## src/rtl/sseg_pkg.sv

```systemverilog
// rtl/sseg_pkg.sv - seven-segment pattern constants shared by the scan driver and its decoder
// Patterns are active-high, bit 0 = segment a ... bit 6 = segment g.
package sseg_pkg;

    localparam int SEG_W = 7;

    // Cathode bit positions within a pattern.
    typedef enum logic [2:0] {
        SEG_A = 3'd0,
        SEG_B = 3'd1,
        SEG_C = 3'd2,
        SEG_D = 3'd3,
        SEG_E = 3'd4,
        SEG_F = 3'd5,
        SEG_G = 3'd6
    } seg_bit_e;

    localparam logic [SEG_W-1:0] SEG_0     = 7'h3F;
    localparam logic [SEG_W-1:0] SEG_1     = 7'h06;
    localparam logic [SEG_W-1:0] SEG_2     = 7'h5B;
    localparam logic [SEG_W-1:0] SEG_3     = 7'h4F;
    localparam logic [SEG_W-1:0] SEG_4     = 7'h66;
    localparam logic [SEG_W-1:0] SEG_5     = 7'h6D;
    localparam logic [SEG_W-1:0] SEG_6     = 7'h7D;
    localparam logic [SEG_W-1:0] SEG_7     = 7'h07;
    localparam logic [SEG_W-1:0] SEG_8     = 7'h7F;
    localparam logic [SEG_W-1:0] SEG_9     = 7'h6F;
    localparam logic [SEG_W-1:0] SEG_DASH  = 7'h40;
    localparam logic [SEG_W-1:0] SEG_BLANK = 7'h00;

endpackage

```

## src/rtl/multi_seg_scan_driver_if.sv

```systemverilog
// rtl/multi_seg_scan_driver_if.sv - display datapath/pin bundle for the scan driver
// master: the BCD/counter datapath side (drives digits, dp, blanking, brightness).
// slave : the scan driver (consumes digits, drives anode/cathode/dp pins).
interface multi_seg_scan_driver_if #(
    parameter int NUM_DIGITS = 4,
    parameter int DIM_BITS   = 3
);
    import sseg_pkg::*;

    logic [4*NUM_DIGITS-1:0] bcd_in;
    logic [NUM_DIGITS-1:0]   dp_in;
    logic                    blank_lz_i;
    logic [DIM_BITS-1:0]     bright_i;
    logic [NUM_DIGITS-1:0]   sseg_a_o;
    logic [SEG_W-1:0]        sseg_c_o;
    logic                    sseg_dp_o;

    modport master (
        output bcd_in, dp_in, blank_lz_i, bright_i,
        input  sseg_a_o, sseg_c_o, sseg_dp_o
    );

    modport slave (
        input  bcd_in, dp_in, blank_lz_i, bright_i,
        output sseg_a_o, sseg_c_o, sseg_dp_o
    );

endinterface

```

## src/rtl/bcd_to_sseg.sv

```systemverilog
// rtl/bcd_to_sseg.sv - combinational 4-bit digit to active-high seven-segment decoder
// Ports: bcd_i (digit value), seg_o (pattern {g..a}); 10-15 decode to a dash.
module bcd_to_sseg
    import sseg_pkg::*;
(
    input  logic [3:0]       bcd_i,
    output logic [SEG_W-1:0] seg_o
);

    always_comb begin
        seg_o = SEG_DASH;
        case (bcd_i)
            4'd0:    seg_o = SEG_0;
            4'd1:    seg_o = SEG_1;
            4'd2:    seg_o = SEG_2;
            4'd3:    seg_o = SEG_3;
            4'd4:    seg_o = SEG_4;
            4'd5:    seg_o = SEG_5;
            4'd6:    seg_o = SEG_6;
            4'd7:    seg_o = SEG_7;
            4'd8:    seg_o = SEG_8;
            4'd9:    seg_o = SEG_9;
            default: seg_o = SEG_DASH;
        endcase
    end

endmodule

```

## src/rtl/multi_seg_scan_driver.sv

```systemverilog
// rtl/multi_seg_scan_driver.sv - N-digit time-multiplexed seven-segment scan driver
// Ports: clk, rst (sync active-high); disp (slave): bcd_in/dp_in/blank_lz_i/bright_i in,
// sseg_a_o (one-hot-or-none anodes), sseg_c_o {g..a}, sseg_dp_o out, all registered.
module multi_seg_scan_driver
    import sseg_pkg::*;
#(
    parameter int NUM_DIGITS       = 4,
    parameter int CLK_DIV          = 100000,
    parameter int DIM_BITS         = 3,
    parameter int ANODE_ACTIVE_LOW = 1,
    parameter int SEG_ACTIVE_LOW   = 1
) (
    input logic                    clk,
    input logic                    rst,
    multi_seg_scan_driver_if.slave disp
);

    localparam int PW  = (CLK_DIV > 1) ? $clog2(CLK_DIV) : 1;
    localparam int IW  = $clog2(NUM_DIGITS);
    localparam int SUB = CLK_DIV / (2 ** DIM_BITS);

    localparam logic [PW-1:0] P_LAST = PW'(CLK_DIV - 1);
    localparam logic [IW-1:0] I_LAST = IW'(NUM_DIGITS - 1);

    localparam logic [NUM_DIGITS-1:0] AN_OFF  = (ANODE_ACTIVE_LOW != 0) ? {NUM_DIGITS{1'b1}} : {NUM_DIGITS{1'b0}};
    localparam logic [SEG_W-1:0]      CAT_OFF = (SEG_ACTIVE_LOW != 0) ? {SEG_W{1'b1}} : {SEG_W{1'b0}};
    localparam logic                  DP_OFF  = (SEG_ACTIVE_LOW != 0);

    logic [PW-1:0]           p_q, p_d;
    logic [IW-1:0]           idx_q, idx_d;
    logic [4*NUM_DIGITS-1:0] snap_bcd_q, snap_bcd_d;
    logic [NUM_DIGITS-1:0]   snap_dp_q, snap_dp_d;
    logic                    snap_blz_q, snap_blz_d;
    logic                    started_q, started_d;
    logic [NUM_DIGITS-1:0]   an_q, an_d;
    logic [SEG_W-1:0]        cat_q, cat_d;
    logic                    dp_q, dp_d;

    logic                    p_wrap;
    logic                    frame_end;
    logic [NUM_DIGITS-1:0]   blank_mask;
    logic [3:0]              cur_digit;
    logic [SEG_W-1:0]        dec_seg;
    logic [SEG_W-1:0]        seg_hi;
    logic [31:0]             on_limit;
    logic                    lit;
    logic [NUM_DIGITS-1:0]   an_hot;

    // Prescaler, digit index and frame-boundary snapshot.
    always_comb begin
        p_wrap     = (p_q == P_LAST);
        frame_end  = p_wrap && (idx_q == I_LAST);
        p_d        = p_wrap ? '0 : p_q + 1'b1;
        idx_d      = idx_q;
        if (p_wrap) begin
            idx_d = (idx_q == I_LAST) ? '0 : idx_q + 1'b1;
        end
        snap_bcd_d = snap_bcd_q;
        snap_dp_d  = snap_dp_q;
        snap_blz_d = snap_blz_q;
        if (frame_end) begin
            snap_bcd_d = disp.bcd_in;
            snap_dp_d  = disp.dp_in;
            snap_blz_d = disp.blank_lz_i;
        end
    end

    // Leading-zero blanking: walk down from the top digit until the first nonzero one.
    always_comb begin : blank_logic
        logic seen_nz;
        seen_nz    = 1'b0;
        blank_mask = '0;
        for (int k = NUM_DIGITS - 1; k >= 1; k--) begin
            if (snap_blz_q && !seen_nz && (snap_bcd_q[4*k +: 4] == 4'd0)) begin
                blank_mask[k] = 1'b1;
            end
            if (snap_bcd_q[4*k +: 4] != 4'd0) begin
                seen_nz = 1'b1;
            end
        end
    end

    assign cur_digit = snap_bcd_q[4*int'(idx_q) +: 4];

    bcd_to_sseg u_dec (
        .bcd_i (cur_digit),
        .seg_o (dec_seg)
    );

    // PWM window 1 <= p < (bright+1)*SUB; p=0 is the anti-ghosting dead cycle.
    always_comb begin
        on_limit  = (32'(disp.bright_i) + 32'd1) * 32'(SUB);
        lit       = (p_q != '0) && (32'(p_q) < on_limit);
        an_hot    = lit ? ({{(NUM_DIGITS-1){1'b0}}, 1'b1} << idx_q) : '0;
        seg_hi    = blank_mask[idx_q] ? SEG_BLANK : dec_seg;
        an_d      = (ANODE_ACTIVE_LOW != 0) ? ~an_hot : an_hot;
        cat_d     = (SEG_ACTIVE_LOW != 0) ? ~seg_hi : seg_hi;
        dp_d      = (SEG_ACTIVE_LOW != 0) ? ~snap_dp_q[idx_q] : snap_dp_q[idx_q];
        started_d = 1'b1;
        // Pins stay in the reset state for the first edge after release.
        if (!started_q) begin
            an_d  = AN_OFF;
            cat_d = CAT_OFF;
            dp_d  = DP_OFF;
        end
    end

    always_ff @(posedge clk) begin
        if (rst) begin
            p_q        <= '0;
            idx_q      <= '0;
            snap_bcd_q <= '0;
            snap_dp_q  <= '0;
            snap_blz_q <= 1'b0;
            started_q  <= 1'b0;
            an_q       <= AN_OFF;
            cat_q      <= CAT_OFF;
            dp_q       <= DP_OFF;
        end else begin
            p_q        <= p_d;
            idx_q      <= idx_d;
            snap_bcd_q <= snap_bcd_d;
            snap_dp_q  <= snap_dp_d;
            snap_blz_q <= snap_blz_d;
            started_q  <= started_d;
            an_q       <= an_d;
            cat_q      <= cat_d;
            dp_q       <= dp_d;
        end
    end

    assign disp.sseg_a_o  = an_q;
    assign disp.sseg_c_o  = cat_q;
    assign disp.sseg_dp_o = dp_q;

endmodule

```

## src/flat_wrapper.sv

```systemverilog
// flat-port wrapper written by rule: the top's interface ports become plain ports
module multi_seg_scan_driver_flat import sseg_pkg::*;
#(
    parameter int NUM_DIGITS       = 4,
    parameter int CLK_DIV          = 100000,
    parameter int DIM_BITS         = 3,
    parameter int ANODE_ACTIVE_LOW = 1,
    parameter int SEG_ACTIVE_LOW   = 1
)
  (clk, rst, disp_bcd_in, disp_dp_in, disp_blank_lz_i, disp_bright_i, disp_sseg_a_o, disp_sseg_c_o, disp_sseg_dp_o);
  multi_seg_scan_driver_if #(.NUM_DIGITS(NUM_DIGITS), .DIM_BITS(DIM_BITS)) disp_i ();
  input logic clk;
  input logic rst;
  input wire logic [$bits(disp_i.bcd_in)-1:0] disp_bcd_in;
  input wire logic [$bits(disp_i.dp_in)-1:0] disp_dp_in;
  input wire logic [$bits(disp_i.blank_lz_i)-1:0] disp_blank_lz_i;
  input wire logic [$bits(disp_i.bright_i)-1:0] disp_bright_i;
  output wire logic [$bits(disp_i.sseg_a_o)-1:0] disp_sseg_a_o;
  output wire logic [$bits(disp_i.sseg_c_o)-1:0] disp_sseg_c_o;
  output wire logic [$bits(disp_i.sseg_dp_o)-1:0] disp_sseg_dp_o;
  assign disp_i.bcd_in = disp_bcd_in;
  assign disp_i.dp_in = disp_dp_in;
  assign disp_i.blank_lz_i = disp_blank_lz_i;
  assign disp_i.bright_i = disp_bright_i;
  assign disp_sseg_a_o = disp_i.sseg_a_o;
  assign disp_sseg_c_o = disp_i.sseg_c_o;
  assign disp_sseg_dp_o = disp_i.sseg_dp_o;
  multi_seg_scan_driver #(.NUM_DIGITS(NUM_DIGITS), .CLK_DIV(CLK_DIV), .DIM_BITS(DIM_BITS), .ANODE_ACTIVE_LOW(ANODE_ACTIVE_LOW), .SEG_ACTIVE_LOW(SEG_ACTIVE_LOW)) u_core (.clk(clk), .rst(rst), .disp(disp_i));
endmodule
```

## config.mk

```make
export PLATFORM = sky130hd
export DESIGN_NAME = multi_seg_scan_driver_flat
export DESIGN_NICKNAME = d
export VERILOG_FILES = /design/src/rtl/sseg_pkg.sv /design/src/rtl/multi_seg_scan_driver_if.sv /design/src/rtl/bcd_to_sseg.sv /design/src/rtl/multi_seg_scan_driver.sv /design/src/flat_wrapper.sv
export SDC_FILE = /design/constraint.sdc
export NUM_CORES = 1
export LEC_CHECK = 0
export BUFFER_PORTS_ARGS = -buffer_cell sky130_fd_sc_hd__buf_2
export CAP_MARGIN = 30
export CORE_UTILIZATION = 55
export CTS_BUF_LIST = sky130_fd_sc_hd__clkbuf_8
export CTS_CLUSTER_DIAMETER = 80
export DETAILED_ROUTE_END_ITERATION = 10
export PLACE_DENSITY_LB_ADDON = 0.25
export SYNTH_ARGS = -nofsm -noshare
export SYNTH_HDL_FRONTEND = slang
export SYNTH_SLANG_ARGS = --single-unit
export TNS_END_PERCENT = 30
```

## constraint.sdc

```tcl
create_clock -name clk -period 8.35 [get_ports clk]
set_input_delay 0.835 -clock clk [delete_from_list [all_inputs] [get_ports clk]]
set_output_delay 0.835 -clock clk [all_outputs]
set_load 0.02 [all_outputs]
```

## Word level (Yosys, flattened, before mapping)

Memory sizes are Yosys's and may differ from the RTL's.
Index checks and enable logic that the tools add are counted.

| word-level totals | value |
|---|---|
| bits in read-only memories | 112 |
| output and inout bits | 12 |
| memories | 1 |
| register bits after elaboration | 53 |

Memory list:

| memory | depth | bits a word | rd ports | clocked after memory_dff | wr ports | line | text |
|---|---|---|---|---|---|---|---|
| (no name shown) | 16 | 7 | 1 | 0 | 0 | bcd_to_sseg.sv:12 | `case (bcd_i)` |

| cells by class | value |
|---|---|
| reduce and logical (&&, ||, !) cells | 17 |
| equal/unequal tests | 2 |
| shift operators | 2 |
| magnitude comparators | 2 |
| bitwise logic cells | 4 |
| muxes and demuxes | 13 |
| multipliers | 1 |
| $add $sub $neg | 3 |

Operator list:

| cell | count |
|---|---|
| $lt A17 B32 Y1 | 1 |
| $mul A32 B12 Y30 const B | 1 |
| $add A17 B1 Y17 const B | 1 |
| $eq A17 B17 Y1 const B | 1 |
| $reduce_bool A17 Y1 | 1 |
| $shiftx A16 B5 Y4 | 1 |
| $logic_not A4 Y1 | 3 |
| $mux W1 | 8 |
| $reduce_bool A4 Y1 | 2 |
| $logic_and A1 B1 Y1 | 7 |
| $mux W7 | 1 |
| $not A7 Y7 | 1 |
| $add A3 B1 Y4 const B | 1 |
| $bmux W1 S2 | 2 |
| $mux W4 | 1 |
| $not A4 Y4 | 1 |
| $reduce_or A2 Y1 | 2 |
| $shl A1 B2 Y4 const A | 1 |
| $lt A2 B3 Y1 const B | 1 |
| $add A2 B1 Y2 const B | 1 |
| $eq A2 B2 Y1 const B | 1 |
| $logic_not A1 Y1 | 2 |
| $mux W2 | 1 |
| $not A1 Y1 | 2 |

## Logic depth before layout (Yosys ltp)

Gate-level depths: netlist of run 1.

| depth | value |
|---|---|
| depth after elaboration | 11 |
| gate-level depth with buffers | 18 |

## Modules after synthesis

From an unflattened synthesis of run 1, not the netlist that was laid out.

| unflattened totals | value |
|---|---|
| cells, all modules | 362 |
| area, all modules | 3176.8 um^2 |

Modules (own cells, without submodules):

| module | area an instance (um^2) | sequential area each (um^2) | instances | cells each |
|---|---|---|---|---|
| multi_seg_scan_driver | 2951.6 | 1061.0 | 1 | 333 |
| bcd_to_sseg | 225.2 | 0.0 | 1 | 29 |

## Least setup slack after synthesis of run 1

No wires, ideal clock.

| timing path | value |
|---|---|
| path kind | input -> register |
| start | input disp_bright_i[0] |
| end | register u_core.an_q[0], in the netlist u_core.disp.sseg_a_o[0] |
| slack | 3.989 ns |
| required time | 8.276 ns |
| stages | 18 |
| arrival | 4.286 ns |
| buffers on the path | 0 |
| cell sequence | inv_1 > ha_1 > ha_1 > inv_1 > fa_1 > inv_1 > ha_1 > a21o_1 > a21oi_1 > o21bai_1 > a31oi_1 > xnor2_1 > ha_1 > nand4_1 > or4_1 > a21oi_1 > o211ai_1 > o21ai_0 |

| between the ends | value |
|---|---|
| cells in the longest elaborated chain, start to end | 6 |

RTL lines:

| item | line | text |
|---|---|---|
| from (decl) | flat_wrapper.sv:17 | `input wire logic [$bits(disp_i.bright_i)-1:0] disp_bright_i;` |
| $add A3 B1 Y4 | multi_seg_scan_driver.sv:92 | `on_limit = (32'(disp.bright_i) + 32'd1) * 32'(SUB);` |
| $mul A32 B12 Y30 | multi_seg_scan_driver.sv:92 |  |
| $lt A17 B32 Y1 | multi_seg_scan_driver.sv:93 | `lit = (p_q != '0) && (32'(p_q) < on_limit);` |
| $logic_and A1 B1 Y1 | multi_seg_scan_driver.sv:93 |  |
| $mux W4 | multi_seg_scan_driver.sv:94 | `an_hot = lit ? ({{(NUM_DIGITS-1){1'b0}}, 1'b1} << idx_q) : '0;` |
| $not A4 Y4 | multi_seg_scan_driver.sv:96 | `an_d = (ANODE_ACTIVE_LOW != 0) ? ~an_hot : an_hot;` |
| to (signal assigned) | multi_seg_scan_driver.sv:126 | `an_q <= an_d;` |
| to (decl) | multi_seg_scan_driver.sv:35 | `logic [NUM_DIGITS-1:0] an_q, an_d;` |

Every way passes these cells.
A chain may end at the register's enable or synchronous reset.

## Worst setup path in the final report of run 1

| timing path | value |
|---|---|
| start | input disp_bright_i[0] |
| end | register u_core.an_q[3], in the netlist u_core.disp.sseg_a_o[3] |

The elaborated chain is that of the path after synthesis.

==> metrics.txt, run 1 <==
DR WL/cell=13.6 um; top sig layer=met4; Async SR Flop Fraction=0%; via/cell ratio=5.52; first-pass GRT wire length=10.6 mm; Final setup violation count=0; # IOs=38; post-route ant nets=0; syn_nets=424; Synth Warn #=0; CTS Buf Count=5; Setup crit end kind=flip-flop; Post-CTS Resized=0; critical path class=input port to flip-flop; CTS H-tree lvls=2; postcts setup bufs=0; Die Ht=79.2 um; Synth Area per Inst=9.29 um^2; CORE AREA=5640 um^2; R2R depth=5; slowest cell delay on critical path=0.53 ns; insertion delay of the later-clocked pin in the worst-skew pair=0.31 ns; hold_sp=u_core.p_q[0]; Final Hold Viols=0; post-layout util=63.4%; FF+latch count, synth=53; port bufs=37; area post-placement=3460 um^2; met3 routed WL=234 um; Die Wd=79.2 um; Starting Density=58.1%; vias in the first global route=2379; CP startpoint kind=input port; # rows=27; slew at the pin with the worst max-slew slack=0.684 ns; Worst path slowest cell=fa_1; Total GRT Usage=21.4%; fin crit period=4.76 ns; clock sinks=53; CTS tree=done; CP dominant cell by count=ha_1; largest cells by area after synthesis=dfxtp_1 32%, ha_1 17%, mux2i_1 7.0%; Die Area=6280 um^2; Max-Cap Viols=0; Post-Syn Instances=353; Period Utilization, post-route=57.0%; Post-DP HPWL=4.73 mm; Slew headroom=54.4%; initial antenna violation count=0; highest clock rate=210 MHz; leading area contributor after synthesis=dfxtp_1; M1 wire length=3.13 mm; WHS=0.490 ns; Setup TNS Final=0 ns; Top FF cell, synth=dfxtp_1; Worst IR Drop VDD=0.112 mV; final cell count without fillers=458; Post-synth EDFFs=0; min-delay worst type=flip-flop to flip-flop; Post-Layout Inst Area=3580 um^2; RR Startpoint=u_core.p_q[14]; Setup Skew=0.0174 ns; Critical Path RT=8.58 ns; via count=2526; Tot Pwr=0.523 mW; PwrDens=146 nW/um^2; DRC violation count after routing=0; status=completed; worst hold endpoint=u_core.p_q[0]; met2 WL=2.80 mm; share of the synthesized area in the top cell type=32.4%; Crit path arrival time=4.99 ns; final worst slack=3.59 ns; area delta synth->final=9.04%; Worst R2R End=u_core.snap_bcd_q[5]; post-synthesis sequential area ratio=32.4%; fillcell total=465; root buffer cell=clkbuf_8; grt ovf=0; R2R setup slack=6.05 ns; library cells used by synthesis=46; share of cells above drive strength 1=13.5%; LEAKAGE=1.74 nW; largest net degree at the start of global routing=27; initial drt markers=109; clk slew on worst S/H paths=0.09 ns; Max Transition Viols Final=0; diode count=0; most frequent cell after synthesis=dfxtp_1; Routed WL=6.23 mm; Post-CTS Hold Buffers=0; CP cell instances=buf_2, inv_1, ha_1, ha_1, inv_1, fa_1, inv_1, ha_1, a21o_1, a21oi_1, o21bai_1, a31oi_1, xnor2_1, ha_1, nand4_1, or4_1, a21oi_1, o211ai_1, o21ai_0; crit-path max FO=7; setup repair after global routing missed its margin=no; Inst Count DP=450; Nets=456; Synth top cells by count=53 x dfxtp_1, 47 x nor2_1, 44 x ha_1; DR pass1 iterations=6; pre-CTS WS=3.31 ns; clk buf depth=2; Post-Syn Area=3280 um^2; GPL Wtd Cong=0.829; Hold Path Cell Cnt=1
## state kept, by name, indices dropped and copies added, names as in the netlist
name / cells
u_core.p_q: 17
u_core.snap_blz_q: 1
u_core.idx_q: 2
u_core.snap_dp_q: 4
u_core.started_q: 1
u_core.snap_bcd_q: 16
u_core.disp.sseg_c_o: 7
u_core.disp.sseg_a_o: 4
u_core.disp.sseg_dp_o: 1
## routing by layer
metal,vias to the layer above,track usage (%)
met2,53,33.8
met4,0,5.64
li1,1296,-
met1,1170,30.0
met5,-,0
met3,7,3.79
## worst max path at each step
| stage | start | end | depth (start not counted) |
|---|---|---|---|
| floorplan | disp_bright_i[0] | u_core.disp.sseg_a_o[0] | 18 |
| global placement | disp_bright_i[0] | u_core.disp.sseg_a_o[1] | 19 |
| detailed placement | disp_bright_i[0] | u_core.disp.sseg_a_o[3] | 19 |
| CTS | disp_bright_i[0] | u_core.disp.sseg_a_o[3] | 19 |
| global route | disp_bright_i[0] | u_core.disp.sseg_a_o[1] | 19 |
| finish | disp_bright_i[0] | u_core.disp.sseg_a_o[3] | 19 |
## cell usage in the layout, fill, tap and decap left out, types with 2 or more instances in the layout
master,count
nand4b_1,2
dfxtp_1,53
buf_2,37
clkbuf_8,5
nor4_1,4
o21a_1,2
nand2_1,21
a31oi_1,5
mux4_2,2
a21o_1,3
and2_1,2
mux2i_1,23
mux4_1,3
nor2_1,47
nand4_1,6
or3_1,2
nand3_1,9
and3_1,11
a21oi_1,14
a211oi_1,2
ha_1,44
xor2_1,13
inv_1,24
nor3_1,4
xnor2_1,11
and4_1,2
nor2b_1,3
o21ai_0,10
o211ai_1,3
## critical path, delay by kind of cell
| family | cells | cell delay (ns) |
|---|---|---|
| adder cells (fa/ha/maj) | 5 | 1.68 |
| AO/OA/AOI/OAI | 7 | 1.28 |
| AND/OR/NAND/NOR | 2 | 0.62 |
| buffers and inverters | 4 | 0.44 |
| XOR/XNOR | 1 | 0.10 |
## power breakdown
part	total [mW]	internal, mW	leakage [nW]	switching, mW
clock	0.170	0.0888	0.0595	0.0811
sequential	0.258	0.256	0.430	0.00198
combinational	0.0951	0.0407	1.25	0.0544
total	0.523	0.385	1.74	0.137
## cell type report
class	count	area, um^2	share of cell area, %
clock buffers	5	68.8	1.92
repair buffers	37	185	5.18
flip-flops and latches	53	1060	29.7
multi-input cells	265	2040	57.1
well taps	72	90.1	2.52
inverters	23	86.3	2.41
clock inverters	3	42.5	1.19
## cells by family (layout without fill, tap and decap cells)
kind of cell               Yosys count  after routing  share of synthesized area [%]
DFF                                 53             53                           32.4
xor gates and xnor gates            24             24                           6.41
and+or+nand+nor                    121            121                           18.4
buffers and inverters               35             68                           5.38
AOI/OAI and AO/OA                   47             47                           9.27
muxes                               28             28                           10.8
adders and majority gates           45             45                           17.4
(Power assumes the default switching activity.)
==> run 2: changes to the inputs <==
==> constraint.sdc (replaced) <==
create_clock -name clk -period 4.25 [get_ports clk]
set_input_delay 0.425 -clock clk [delete_from_list [all_inputs] [get_ports clk]]
set_output_delay 0.425 -clock clk [all_outputs]
set_load 0.02 [all_outputs]
==> run 2 against run 1 <==
Via count rose by 2.3%. Wire length rose by 5.5%. Worst hold slack got worse by 0.14 ns. Die area did not move. First-iteration DRC count fell by 28%. Count of clock-buffer cells in the layout did not move. Clock skew fell by 0.0057 ns. Sequential power rose by 97%. Non-clock buffer count rose by 6. Final area rose by 2.2%. Critical path depth fell by 1. Largest cell class unchanged.
==> metrics.txt, run 2 (synthesis results as in run 1) <==
Routed WL=6.57 mm; Setup Skew=0.0117 ns; vias in the first global route=2390; diode count=0; GPL Wtd Cong=0.886; R2R setup slack=1.91 ns; insertion delay of the later-clocked pin in the worst-skew pair=0.31 ns; CTS Buf Count=5; fillcell total=486; max reg flops=17; DR WL/cell=14.2 um; critical path class=input port to flip-flop; setup repair after global routing missed its margin=no; CTS tree=done; Net Sw Power=0.284 mW; Critical Path RT=4.49 ns; initial antenna violation count=0; Crit path arrival time=4.19 ns; slew at the pin with the worst max-slew slack=0.682 ns; clock sinks=53; Largest Register=u_core.p_q; Final setup violation count=0; PwrDens=289 nW/um^2; DR pass1 iterations=4; Die Wd=79.2 um; final cell count without fillers=464; area delta synth->final=11.4%; initial drt markers=78; status=completed; Period Utilization, post-route=92.9%; Inst Count DP=456; CTS H-tree lvls=2; Int Pwr=0.771 mW; WHS=0.348 ns; fin crit period=3.95 ns; Starting Density=58.1%; via count=2584; clock power share=32.3%; most frequent cells in the layout=53 x dfxtp_1, 47 x nor2_1, 43 x ha_1; commonest non-fill, non-tap cell in the layout=dfxtp_1; Post-DP HPWL=5.00 mm; Switching Fraction=26.9%; Total GRT Usage=22.3%; # IOs=38; Nets=462; Logic pwr share=19.7%; Worst IR Drop VDD=0.182 mV; via/cell ratio=5.57; largest net degree at the start of global routing=27; Die Ht=79.2 um; # rows=27; postcts setup bufs=0; port bufs=37; min-delay worst type=input port to flip-flop; first-pass GRT wire length=11.0 mm; root buffer cell=clkbuf_8; CORE AREA=5640 um^2; Reg power frac=48.1%; Tot Pwr=1.05 mW; clk slew on worst S/H paths=0.10 ns; Final Hold Viols=0; CP startpoint kind=input port; Setup crit end kind=flip-flop; crit-path max FO=4; LEAKAGE=1.78 nW; clk buf depth=2; Post-CTS Hold Buffers=0; Die Area=6280 um^2; grt ovf=0; post-route ant nets=0; highest clock rate=253 MHz; share of cells above drive strength 1=16.3%; Post-CTS Resized=0; Slew headroom=54.5%; DRC violation count after routing=0; Max Transition Viols Final=0; Max-Cap Viols=0
## run 2: cell types whose count changed in the layout (fill, tap and decap cells not counted), sizes merged
cell,change
buf,+6
## run 2: through the flow
step                TNS, ns  setup slack [ns]  utilization (%)  area, um^2
floorplan                 0             0.299                -        3280
global placement          0            0.0862             62.2        3510
detailed placement   -0.556            -0.150             62.2        3510
CTS                       0             0.158             64.2        3620
global route              0           0.00173             64.8        3650
finish                    0             0.303             64.8        3650
## run 2: path summary, 6_finish.rpt
| path | cells past startpoint | end | startpoint |
|---|---|---|---|
| worst max-delay path | 18 | u_core.disp.sseg_a_o[2] | disp_bright_i[0] |
| worst min-delay path | 3 | u_core.snap_bcd_q[1] | disp_bcd_in[1] |
| worst max register to register | 5 | u_core.snap_bcd_q[0] | u_core.p_q[14] |
| worst min register to register | 1 | u_core.p_q[0] | u_core.p_q[0] |
## run 2: routing by layer
metal | up-vias | GRT usage (%) | routed length (um)
met5 | - | 0 | 0
li1 | 1319 | - | -
met2 | 70 | 35.9 | 3020
met1 | 1184 | 30.4 | 3150
met3 | 11 | 4.25 | 320
met4 | 0 | 6.36 | 82
## run 2: critical path, stage by stage
cell	delay, ns
buf_2	0.12
ha_1	0.22
xor2_2	0.23
inv_1	0.12
fa_1	0.57
inv_1	0.07
ha_1	0.24
a21o_1	0.21
a21oi_2	0.18
o21bai_2	0.11
a31oi_1	0.21
xnor2_1	0.10
ha_1	0.31
nand4_1	0.11
or4_1	0.53
a21oi_1	0.13
o211ai_1	0.15
o21ai_1	0.15
## run 2: cell type report
cell class | instances | area [um^2] | area share (%)
multi-input combinational | 265 | 2070 | 56.7
sequential | 53 | 1060 | 29.0
timing repair buffer | 43 | 230 | 6.30
tap | 72 | 90.1 | 2.47
inverter | 23 | 86.3 | 2.36
clock buffer | 5 | 68.8 | 1.88
clock inverter | 3 | 43.8 | 1.20
## run 2: power by group through the flow
| stage | registers (mW) | logic, mW | clock network (mW) |
|---|---|---|---|
| after global placement | 0.518 | 0.193 | 0 |
| after CTS | 0.507 | 0.200 | 0.350 |
| after global routing | 0.508 | 0.231 | 0.367 |
| after detailed placement | 0.518 | 0.198 | 0 |
| final | 0.507 | 0.208 | 0.340 |
| after floorplan | 0.522 | 0.135 | 0 |
==> run 3: changes to the inputs <==
--- a/config.mk
+++ b/config.mk
@@ -6,8 +6,7 @@
 export NUM_CORES = 1
 export LEC_CHECK = 0
 export BUFFER_PORTS_ARGS = -buffer_cell sky130_fd_sc_hd__buf_2
-export CAP_MARGIN = 30
-export CORE_UTILIZATION = 55
+export CORE_UTILIZATION = 25
 export CTS_BUF_LIST = sky130_fd_sc_hd__clkbuf_8
 export CTS_CLUSTER_DIAMETER = 80
 export DETAILED_ROUTE_END_ITERATION = 10
==> run 3 against run 2 <==
First-iteration DRC count is 110% higher. Setup slack worse by 0.038 ns. Total power is 3.6% lower. Non-clock buffer count is 6 higher. Register-to-register slack worse by 0.02 ns. Via count is 0.31% lower. Flip-flop and latch count stayed put. Final area is 3.8% higher. Wire length is 10% higher. Sequential power hardly changed. Worst hold slack worse by 0.010 ns.
==> metrics.txt, run 3 (synthesis results as in run 1) <==
Logic pwr share=20.9%; Post-DP HPWL=5.67 mm; CTS Buf Count=5; Switching Fraction=28.1%; DR pass1 iterations=4; Die Wd=117 um; Net Sw Power=0.285 mW; via count=2576; Critical Path RT=4.49 ns; post-layout util=29.8%; CORE AREA=12700 um^2; initial antenna violation count=0; PwrDens=268 nW/um^2; CP startpoint kind=input port; # rows=41; first-pass GRT wire length=11.9 mm; min-delay worst type=input port to flip-flop; vias in the first global route=2406; Die Ht=117 um; area delta synth->final=15.6%; Int Pwr=0.731 mW; LEAKAGE=1.80 nW; setup repair after global routing missed its margin=no; GPL Wtd Cong=0.834; insertion delay of the later-clocked pin in the worst-skew pair=0.31 ns; port bufs=37; fillcell total=1379; fin crit period=3.99 ns; pre-CTS WS=-0.106 ns; final worst slack=0.265 ns; Period Utilization, post-route=93.8%; grt ovf=0; initial drt markers=163; clock sinks=53; Worst IR Drop VDD=0.117 mV; root buffer cell=clkbuf_8; area post-placement=3660 um^2; Tot Pwr=1.02 mW; slew at the pin with the worst max-slew slack=0.721 ns; Nets=468; Setup Skew=0.0122 ns; Max Transition Viols Final=0; WHS=0.338 ns; max reg flops=17; Hold Path Cell Cnt=3; CTS tree=done; DRC violation count after routing=0; Final Hold Viols=0; Routed WL=7.25 mm; Reg power frac=49.9%; Post-Layout Inst Area=3790 um^2; Final setup violation count=0; Setup crit end kind=flip-flop; Total GRT Usage=11.2%; clock power share=29.2%; Largest Register=u_core.p_q; diode count=0; Slew headroom=51.8%; commonest non-fill, non-tap cell in the layout=dfxtp_1; post-route ant nets=0; Die Area=13600 um^2; via/cell ratio=4.52; Max-Cap Viols=0; crit-path max FO=4; Crit path arrival time=4.23 ns; CTS H-tree lvls=2; R2R depth=5; highest clock rate=251 MHz; critical path class=input port to flip-flop; share of cells above drive strength 1=17.1%; clk slew on worst S/H paths=0.10 ns; Starting Density=25.8%; status=completed; # IOs=38; DR WL/cell=12.7 um; most frequent cells in the layout=53 x dfxtp_1, 47 x nor2_1, 44 x ha_1; clk buf depth=2; largest net degree at the start of global routing=27
## run 3: cell count changes in the layout (fill, tap and decap cells not counted)
cell       change
buf_4          +6
o21ai_0        +2
o21ai_1        -2
bufinv_16      -1
clkbuf_8       +1
clkinv_4       +1
ha_1           +1
ha_4           -1
inv_6          -1
o21bai_1       +1
o21bai_2       -1
## run 3: layer usage
layer,track usage (%),share of wire [%]
met4,2.78,1.4
met3,1.82,1.9
met5,0,0
met2,17.8,45
met1,15.6,51
## run 3: critical path: stages
cell	delay, ns
buf_2	0.12
ha_1	0.23
xor2_2	0.20
ha_1	0.35
ha_1	0.31
ha_1	0.37
a21oi_2	0.15
nand2_1	0.08
a21o_1	0.19
a32o_1	0.21
xnor2_1	0.15
ha_1	0.31
nand4_1	0.12
or4_1	0.52
a21oi_1	0.15
o211ai_1	0.16
o21ai_0	0.17
## run 3: per-stage QoR
step / instances / setup TNS [ns]
floorplan: 353 / 0
global placement: 560 / 0
detailed placement: 560 / -0.399
CTS: 568 / 0
global route: 570 / 0
finish: 570 / 0
## run 3: worst paths after layout
path / to / startpoint / slack [ns]
setup / recovery: u_core.disp.sseg_a_o[3] / disp_bright_i[0] / 0.26
hold / removal: u_core.snap_bcd_q[6] / disp_bcd_in[6] / 0.34
setup reg to reg: u_core.snap_dp_q[3] / u_core.p_q[14] / 1.89
hold reg to reg: u_core.p_q[0] / u_core.p_q[0] / 0.49
## run 3: final cells by class
type / instances / area [um^2] / share of cell area (%)
repair buffers: 49 / 275 / 7.26
well taps: 172 / 215 / 5.68
flip-flops and latches: 53 / 1060 / 28.0
inverters: 23 / 86.3 / 2.28
multi-input cells: 265 / 2060 / 54.3
clock inverters: 2 / 13.8 / 0.363
clock buffers: 6 / 82.6 / 2.18
## run 3: repair_timing
action,CTS,global route
hold buffers,0,0
resized for setup,0,5
endpoints found under the setup margin,0,4
setup buffers,0,2
## run 3: power groups by stage
stage / registers [mW] / logic [mW] / clock network, mW
2_1_floorplan: 0.522 / 0.135 / 0
5_1_grt: 0.509 / 0.244 / 0.338
4_1_cts: 0.507 / 0.208 / 0.314
3_3_place_gp: 0.519 / 0.206 / 0
6_report: 0.507 / 0.213 / 0.297
3_5_place_dp: 0.519 / 0.206 / 0
